===== src/rtl/vector_mem_sequencer_if.sv =====
// Bundles the vector request side and the scalar data-memory side of the sequencer.
// The master view is taken by the sequencer; the slave view is taken by the pipeline/memory environment.
interface vector_mem_sequencer_if #(
    parameter int DATA_W = 32,
    parameter int ADDR_W = 32
);
    // Vector request from the load/store address stage
    logic              req_valid;
    logic              req_ready;
    logic              req_we;
    logic [ADDR_W-1:0] req_addr [0:3];
    logic [DATA_W-1:0] req_data [0:3];

    // Scalar data-memory port
    logic              mem_req;
    logic              mem_we;
    logic [ADDR_W-1:0] mem_addr;
    logic [DATA_W-1:0] mem_wdata;
    logic              mem_gnt;
    logic [DATA_W-1:0] mem_rdata;

    // Writeback and pipeline control
    logic [DATA_W-1:0] load_data [0:3];
    logic              done;
    logic              stall;

    modport master (
        input  req_valid, req_we, req_addr, req_data, mem_gnt, mem_rdata,
        output req_ready, mem_req, mem_we, mem_addr, mem_wdata, load_data, done, stall
    );

    modport slave (
        output req_valid, req_we, req_addr, req_data, mem_gnt, mem_rdata,
        input  req_ready, mem_req, mem_we, mem_addr, mem_wdata, load_data, done, stall
    );
endinterface


===== src/rtl/vector_mem_sequencer.sv =====
// Serialises one 4-lane vector load/store into four in-order scalar memory accesses,
// gathering load returns back into a vector and stalling the pipeline while busy.
module vector_mem_sequencer #(
    parameter int DATA_W = 32,
    parameter int ADDR_W = 32
) (
    input  logic                   clk,
    input  logic                   rst_n,
    vector_mem_sequencer_if.master bus
);

    typedef enum logic [1:0] {
        S_IDLE  = 2'd0,
        S_ISSUE = 2'd1,
        S_DRAIN = 2'd2,
        S_DONE  = 2'd3
    } state_t;

    state_t            r_state;
    state_t            w_next_state;
    logic [1:0]        r_lane;
    logic              r_we;
    logic [ADDR_W-1:0] r_addr      [0:3];
    logic [DATA_W-1:0] r_data      [0:3];
    logic              r_pend;
    logic [1:0]        r_tag;
    logic [DATA_W-1:0] r_load_data [0:3];

    logic              w_accept;
    logic              w_grant;
    logic              w_req_ready;
    logic              w_mem_req;
    logic              w_mem_we;
    logic [ADDR_W-1:0] w_mem_addr;
    logic [DATA_W-1:0] w_mem_wdata;
    logic              w_done;

    assign w_accept = (r_state == S_IDLE)  && bus.req_valid;
    assign w_grant  = (r_state == S_ISSUE) && bus.mem_gnt;

    // NOTE: every output gets a default before the case, so no path leaves a
    // signal unassigned and no latch is inferred.
    always_comb begin
        w_next_state = r_state;
        w_req_ready  = 1'b0;
        w_mem_req    = 1'b0;
        w_mem_we     = 1'b0;
        w_mem_addr   = '0;
        w_mem_wdata  = '0;
        w_done       = 1'b0;
        case (r_state)
            S_IDLE: begin
                w_req_ready = 1'b1;
                if (bus.req_valid) begin
                    w_next_state = S_ISSUE;
                end
            end
            S_ISSUE: begin
                w_mem_req   = 1'b1;
                w_mem_we    = r_we;
                w_mem_addr  = r_addr[r_lane];
                w_mem_wdata = r_we ? r_data[r_lane] : '0;
                if (bus.mem_gnt && (r_lane == 2'd3)) begin
                    w_next_state = r_we ? S_DONE : S_DRAIN;
                end
            end
            S_DRAIN: begin
                w_next_state = S_DONE;
            end
            S_DONE: begin
                w_done       = 1'b1;
                w_next_state = S_IDLE;
            end
            default: begin
                w_next_state = S_IDLE;
            end
        endcase
    end

    // NOTE: state is updated with non-blocking assignments so every register
    // samples the pre-edge values regardless of statement order.
    always_ff @(posedge clk or negedge rst_n) begin
        if (!rst_n) begin
            r_state <= S_IDLE;
        end else begin
            r_state <= w_next_state;
        end
    end

    // Lane counter wraps 3->0 on the last grant, which leaves it at 0 for the next operation.
    always_ff @(posedge clk or negedge rst_n) begin
        if (!rst_n) begin
            r_lane <= 2'd0;
        end else if (w_accept) begin
            r_lane <= 2'd0;
        end else if (w_grant) begin
            r_lane <= r_lane + 2'd1;
        end
    end

    // NOTE: the small captured arrays are reset explicitly because the block
    // promises all-zero contents out of reset; large RAMs would not be.
    always_ff @(posedge clk or negedge rst_n) begin
        if (!rst_n) begin
            r_we <= 1'b0;
            for (int i = 0; i < 4; i++) begin
                r_addr[i] <= '0;
                r_data[i] <= '0;
            end
        end else if (w_accept) begin
            r_we <= bus.req_we;
            for (int i = 0; i < 4; i++) begin
                r_addr[i] <= bus.req_addr[i];
                r_data[i] <= bus.req_data[i];
            end
        end
    end

    // Read returns land one cycle after their grant and overlap the next lane's issue.
    always_ff @(posedge clk or negedge rst_n) begin
        if (!rst_n) begin
            r_pend <= 1'b0;
            r_tag  <= 2'd0;
        end else begin
            r_pend <= w_grant && !r_we;
            if (w_grant) begin
                r_tag <= r_lane;
            end
        end
    end

    always_ff @(posedge clk or negedge rst_n) begin
        if (!rst_n) begin
            for (int i = 0; i < 4; i++) begin
                r_load_data[i] <= '0;
            end
        end else if (r_pend) begin
            r_load_data[r_tag] <= bus.mem_rdata;
        end
    end

    assign bus.req_ready = w_req_ready;
    assign bus.mem_req   = w_mem_req;
    assign bus.mem_we    = w_mem_we;
    assign bus.mem_addr  = w_mem_addr;
    assign bus.mem_wdata = w_mem_wdata;
    assign bus.done      = w_done;
    assign bus.stall     = (r_state != S_IDLE);
    assign bus.load_data = r_load_data;

endmodule


===== src/flat_wrapper.sv =====
// flat-port wrapper written by rule: the top's interface ports become plain ports
module vector_mem_sequencer_flat 
#(
    parameter int DATA_W = 32,
    parameter int ADDR_W = 32
)
  (clk, rst_n, bus_req_valid, bus_req_we, bus_req_addr, bus_req_data, bus_mem_gnt, bus_mem_rdata, bus_req_ready, bus_mem_req, bus_mem_we, bus_mem_addr, bus_mem_wdata, bus_load_data, bus_done, bus_stall);
  vector_mem_sequencer_if #(.DATA_W(DATA_W), .ADDR_W(ADDR_W)) bus_i ();
  input  logic clk;
  input  logic rst_n;
  input wire logic [$bits(bus_i.req_valid)-1:0] bus_req_valid;
  input wire logic [$bits(bus_i.req_we)-1:0] bus_req_we;
  input wire logic [$bits(bus_i.req_addr)-1:0] bus_req_addr;
  input wire logic [$bits(bus_i.req_data)-1:0] bus_req_data;
  input wire logic [$bits(bus_i.mem_gnt)-1:0] bus_mem_gnt;
  input wire logic [$bits(bus_i.mem_rdata)-1:0] bus_mem_rdata;
  output wire logic [$bits(bus_i.req_ready)-1:0] bus_req_ready;
  output wire logic [$bits(bus_i.mem_req)-1:0] bus_mem_req;
  output wire logic [$bits(bus_i.mem_we)-1:0] bus_mem_we;
  output wire logic [$bits(bus_i.mem_addr)-1:0] bus_mem_addr;
  output wire logic [$bits(bus_i.mem_wdata)-1:0] bus_mem_wdata;
  output wire logic [$bits(bus_i.load_data)-1:0] bus_load_data;
  output wire logic [$bits(bus_i.done)-1:0] bus_done;
  output wire logic [$bits(bus_i.stall)-1:0] bus_stall;
  assign bus_i.req_valid = bus_req_valid;
  assign bus_i.req_we = bus_req_we;
  assign bus_i.req_addr = {>>{bus_req_addr}};
  assign bus_i.req_data = {>>{bus_req_data}};
  assign bus_i.mem_gnt = bus_mem_gnt;
  assign bus_i.mem_rdata = bus_mem_rdata;
  assign bus_req_ready = bus_i.req_ready;
  assign bus_mem_req = bus_i.mem_req;
  assign bus_mem_we = bus_i.mem_we;
  assign bus_mem_addr = bus_i.mem_addr;
  assign bus_mem_wdata = bus_i.mem_wdata;
  assign bus_load_data = {>>{bus_i.load_data}};
  assign bus_done = bus_i.done;
  assign bus_stall = bus_i.stall;
  vector_mem_sequencer #(.DATA_W(DATA_W), .ADDR_W(ADDR_W)) u_core (.clk(clk), .rst_n(rst_n), .bus(bus_i));
endmodule

===== config.mk =====
export PLATFORM = sky130hd
export DESIGN_NAME = vector_mem_sequencer_flat
export DESIGN_NICKNAME = d
export VERILOG_FILES = /design/src/rtl/vector_mem_sequencer_if.sv /design/src/rtl/vector_mem_sequencer.sv /design/src/flat_wrapper.sv
export SDC_FILE = /design/constraint.sdc
export NUM_CORES = 1
export LEC_CHECK = 0
export BUFFER_PORTS_ARGS = -buffer_cell sky130_fd_sc_hd__clkbuf_2
export CAP_MARGIN = 40
export CORE_UTILIZATION = 45
export DETAILED_ROUTE_END_ITERATION = 6
export PLACE_DENSITY = 0.74
export SLEW_MARGIN = 20
export SYNTH_ARGS = -nofsm -noshare
export SYNTH_HDL_FRONTEND = slang
export SYNTH_SLANG_ARGS = --single-unit

===== constraint.sdc =====
create_clock -name clk -period 5.6 [get_ports clk]
set_clock_uncertainty 0.05 [all_clocks]
set_input_delay 1.4 -clock clk [delete_from_list [all_inputs] [get_ports clk]]
set_output_delay 1.4 -clock clk [all_outputs]
set_load 0.02 [all_outputs]

==> impl_results.md <==
* DR DRC count at 0
* Final weighted congestion in routability-driven placement at between 0.8 and 0.9
* Syn Area/Cell at between 15 and 20 um^2
* Start-to-end type of the worst setup path: reg2out
* Hold path start: u_core.r_we$_DFFE_PN0P_
* Area Overhead vs Synth at 26.2%
* Post-CTS Resized at 0
* Tot Pwr at 12.8 mW
* Most area-hungry cell type in the Yosys netlist: sky130_fd_sc_hd__dfrtp_1
* Leading cell types by total area after synthesis: sky130_fd_sc_hd__dfrtp_1 59%, sky130_fd_sc_hd__mux2_2 26%, sky130_fd_sc_hd__mux4_2 8.7%, sky130_fd_sc_hd__buf_2 1.4%, sky130_fd_sc_hd__and2_1 1.2%
* CTS H-Tree Depth at 2
* Most common cell after layout, fill and taps aside: sky130_fd_sc_hd__clkbuf_2
* Clock root buffer: sky130_fd_sc_hd__clkbuf_16
* Hold violation total from the final report at 0
* Vias/cell at between 5 and 6
* Total number of vias at 10300
* Core Footprint at approximately 36000 um^2
* Final WL at just over 40 mm
* Sequential element share of the synthesized area at about three fifths
* Leak pwr at between 9 and 10 nW
* Total die area at about 38000 um^2
* Commonest non-fill, non-tap cells in the layout: 488 x sky130_fd_sc_hd__clkbuf_2, 390 x sky130_fd_sc_hd__dfrtp_1, 388 x sky130_fd_sc_hd__mux2_2
* Type of element capturing the critical path: output pin
* Vias in the first global route at 11300
* Post-route antenna net violation count at 0
* Post-Route M1 WL at around 15 mm
* Classification of the worst-slack hold path: reg2reg
* Total of flip-flops plus latches after synthesis at 392
* Starting utilization of the core area at about 46%
* Pins Over Slew Limit at 0
* Width of the die at between 150 and 200 um
* Largest driver fanout on the critical path at 44
* Net count after synthesis at 1293
* FF-to-FF Start: u_core.r_lane[1]$_DFFE_PN0P_
* Relative max-transition margin at between 40 and 50%
* MaxCap Viol Count at 0
* Flop-to-flop setup slack at approximately 3 ns
* Instance count along the most critical hold path at 1
* Port buffer count at just under 500
* Startpoint kind of the worst setup timing path: register
* Number of buffers created by CTS at 43
* Maximum buffer depth of the clock tree at 3
* Unrepaired setup endpoints after global routing: no
* Mean routed wirelength per cell at just over 20 um
* Synthesized instance count at a little under 1000
* Summed negative setup slack over all endpoints at 0 ns
* Largest net degree at the start of global routing at between 100 and 150
* Post-Syn Area at 16500 um^2
* Top cell type's share of synthesized area at 59.3%
* Pwr/cell area at just over 600 nW/um^2
* Arrival time reported for the critical path endpoint at between 2 and 3 ns
* Nets@finish at roughly 1800
* Least-Margin Pin Slew at around 0.86 ns
* Final cell utilization of the core at between 50% and 60%
* Clock tree from TritonCTS: yes
* Fin crit share at between 70% and 80%
* Height of the chip at 194 um
* Ratio of cells with drive above 1 in the final layout at about two thirds
* Half-perimeter wire length after placement at 29.1 mm
* End point of the most critical hold path: u_core.r_pend$_DFF_PN0_
* Number of violations reported at the end of detailed-routing iteration 0 at 350
* Wire length of the first global-routing pass at 64.8 mm
* Clock transition at the registers of the reported paths at approximately 0.060 ns
* Met2 Routed Length at around 21 mm
* Number of top-level pins at 490
* First-pass iteration count of the detailed router at 5
* Required arrival time at the worst endpoint at between 4 and 5 ns
* Routed wire length on met3 at around 3.5 mm
* Reg-to-reg endpoint: u_core.r_state[1]$_DFFE_PN0P_
* Clk_lat worst skew at about 0.55 ns
* Max layer used: met4
* Standard-cell row count at 69
* Sinks on Clock Net at slightly below 400
* Antenna violations before repair at 11
* Worst ir drop on vdd at between 300 and 400 uV
* Number of library cell types mapped by synthesis at 23
* Run status: complete, no violations
* Final critical path time including I/O delays and setup at between 4 and 5 ns
* Worst Reg2Reg Path Length in Cells at 5
* Yosys warnings at 0
* Grt total ovfl at 0
* Overall Global Routing Usage at 22.5%
* Peak clock frequency supported by timing at ~0.24 GHz
* Post-CTS Hold Buffers at 0
* Total setup violations reported at the end of the flow at 0
* Setup Buffers After CTS at 0
## critical path, stage by stage (launching register included)
cell                       delay, ns
sky130_fd_sc_hd__dfrtp_2        0.78
sky130_fd_sc_hd__buf_4          0.66
sky130_fd_sc_hd__mux4_2         0.40
sky130_fd_sc_hd__nor2b_1        0.16
sky130_fd_sc_hd__clkbuf_2       0.18
## through the flow
stage	setup slack [ns]	area, um^2	instances	hold WS (ns)
after floorplan	2.55	16500	995	0.370
final	1.35	20900	1987	0.401
after global routing	1.21	20900	1986	0.435
after detailed placement	1.89	19500	1900	0.390
after global placement	1.89	19400	1899	0.391
after CTS	1.28	20800	1974	0.400
## sequential cells by signal (all words and copies together), names as in the netlist
signal and cells:
u_core.bus.load_data 128, u_core.r_lane 2, u_core.r_tag 2, u_core.r_addr 128
u_core.r_data 128, u_core.r_we 1, u_core.r_pend 1, u_core.r_state 2
## Yosys cell counts (all sizes together)
cell type,n
buf,54
o22a,1
clkbuf,6
ha,5
mux4,64
a21oi,2
nor2,2
nand3,1
inv,5
nor3b,1
mux2,388
a31oi,1
and2,32
nand2,3
a21boi,1
nand3b,2
mux2i,1
xor2,1
nor2b,32
a21bo,1
dfrtp,392
## cell type report
type | count | area [um^2]
clock inverter | 5 | 28.8
inverter | 5 | 18.8
timing repair buffer | 505 | 2670
fill | 2861 | 15000
clock buffer | 69 | 1340
sequential | 392 | 9810
antenna | 12 | 30.0
multi-input combinational | 538 | 6400
tap | 461 | 577
## kinds of logic after synthesis
kind of cell	Yosys count	share of synthesized area [%]
mux	453	35.2
flops	392	59.3
simple gates	73	2.73
buf+inv	65	2.06
compound gates	6	0.257
fa+ha+maj	5	0.378
xor+xnor	1	0.0530
## how the worst max path moves through the flow
stage | startpoint | to | slack, ns | depth (start not counted)
4_1_cts | u_core.r_lane[0]$_DFFE_PN0P_ | bus_mem_wdata[20] | 1.28 | 4
3_3_place_gp | u_core.r_lane[1]$_DFFE_PN0P_ | bus_mem_wdata[30] | 1.89 | 4
5_1_grt | u_core.r_lane[0]$_DFFE_PN0P_ | bus_mem_wdata[4] | 1.21 | 4
6_report | u_core.r_lane[1]$_DFFE_PN0P_ | bus_mem_wdata[4] | 1.35 | 4
3_5_place_dp | u_core.r_lane[1]$_DFFE_PN0P_ | bus_mem_wdata[4] | 1.89 | 4
2_1_floorplan | u_core.r_state[1]$_DFFE_PN0P_ | bus_mem_wdata[10] | 2.55 | 5
## metal layers
metal / global-route usage, % / vias up
li1: - / 4597
met1: 26.0 / 5248
met2: 37.4 / 384
met3: 7.60 / 98
met4: 11.1 / 0
met5: 0 / -
## power breakdown
group	switching, mW	internal [mW]
sequential	0.886	4.30
combinational	2.26	2.63
clock	1.10	1.62
total	4.25	8.55
Note: power is estimated with default switching activity, not from simulation.
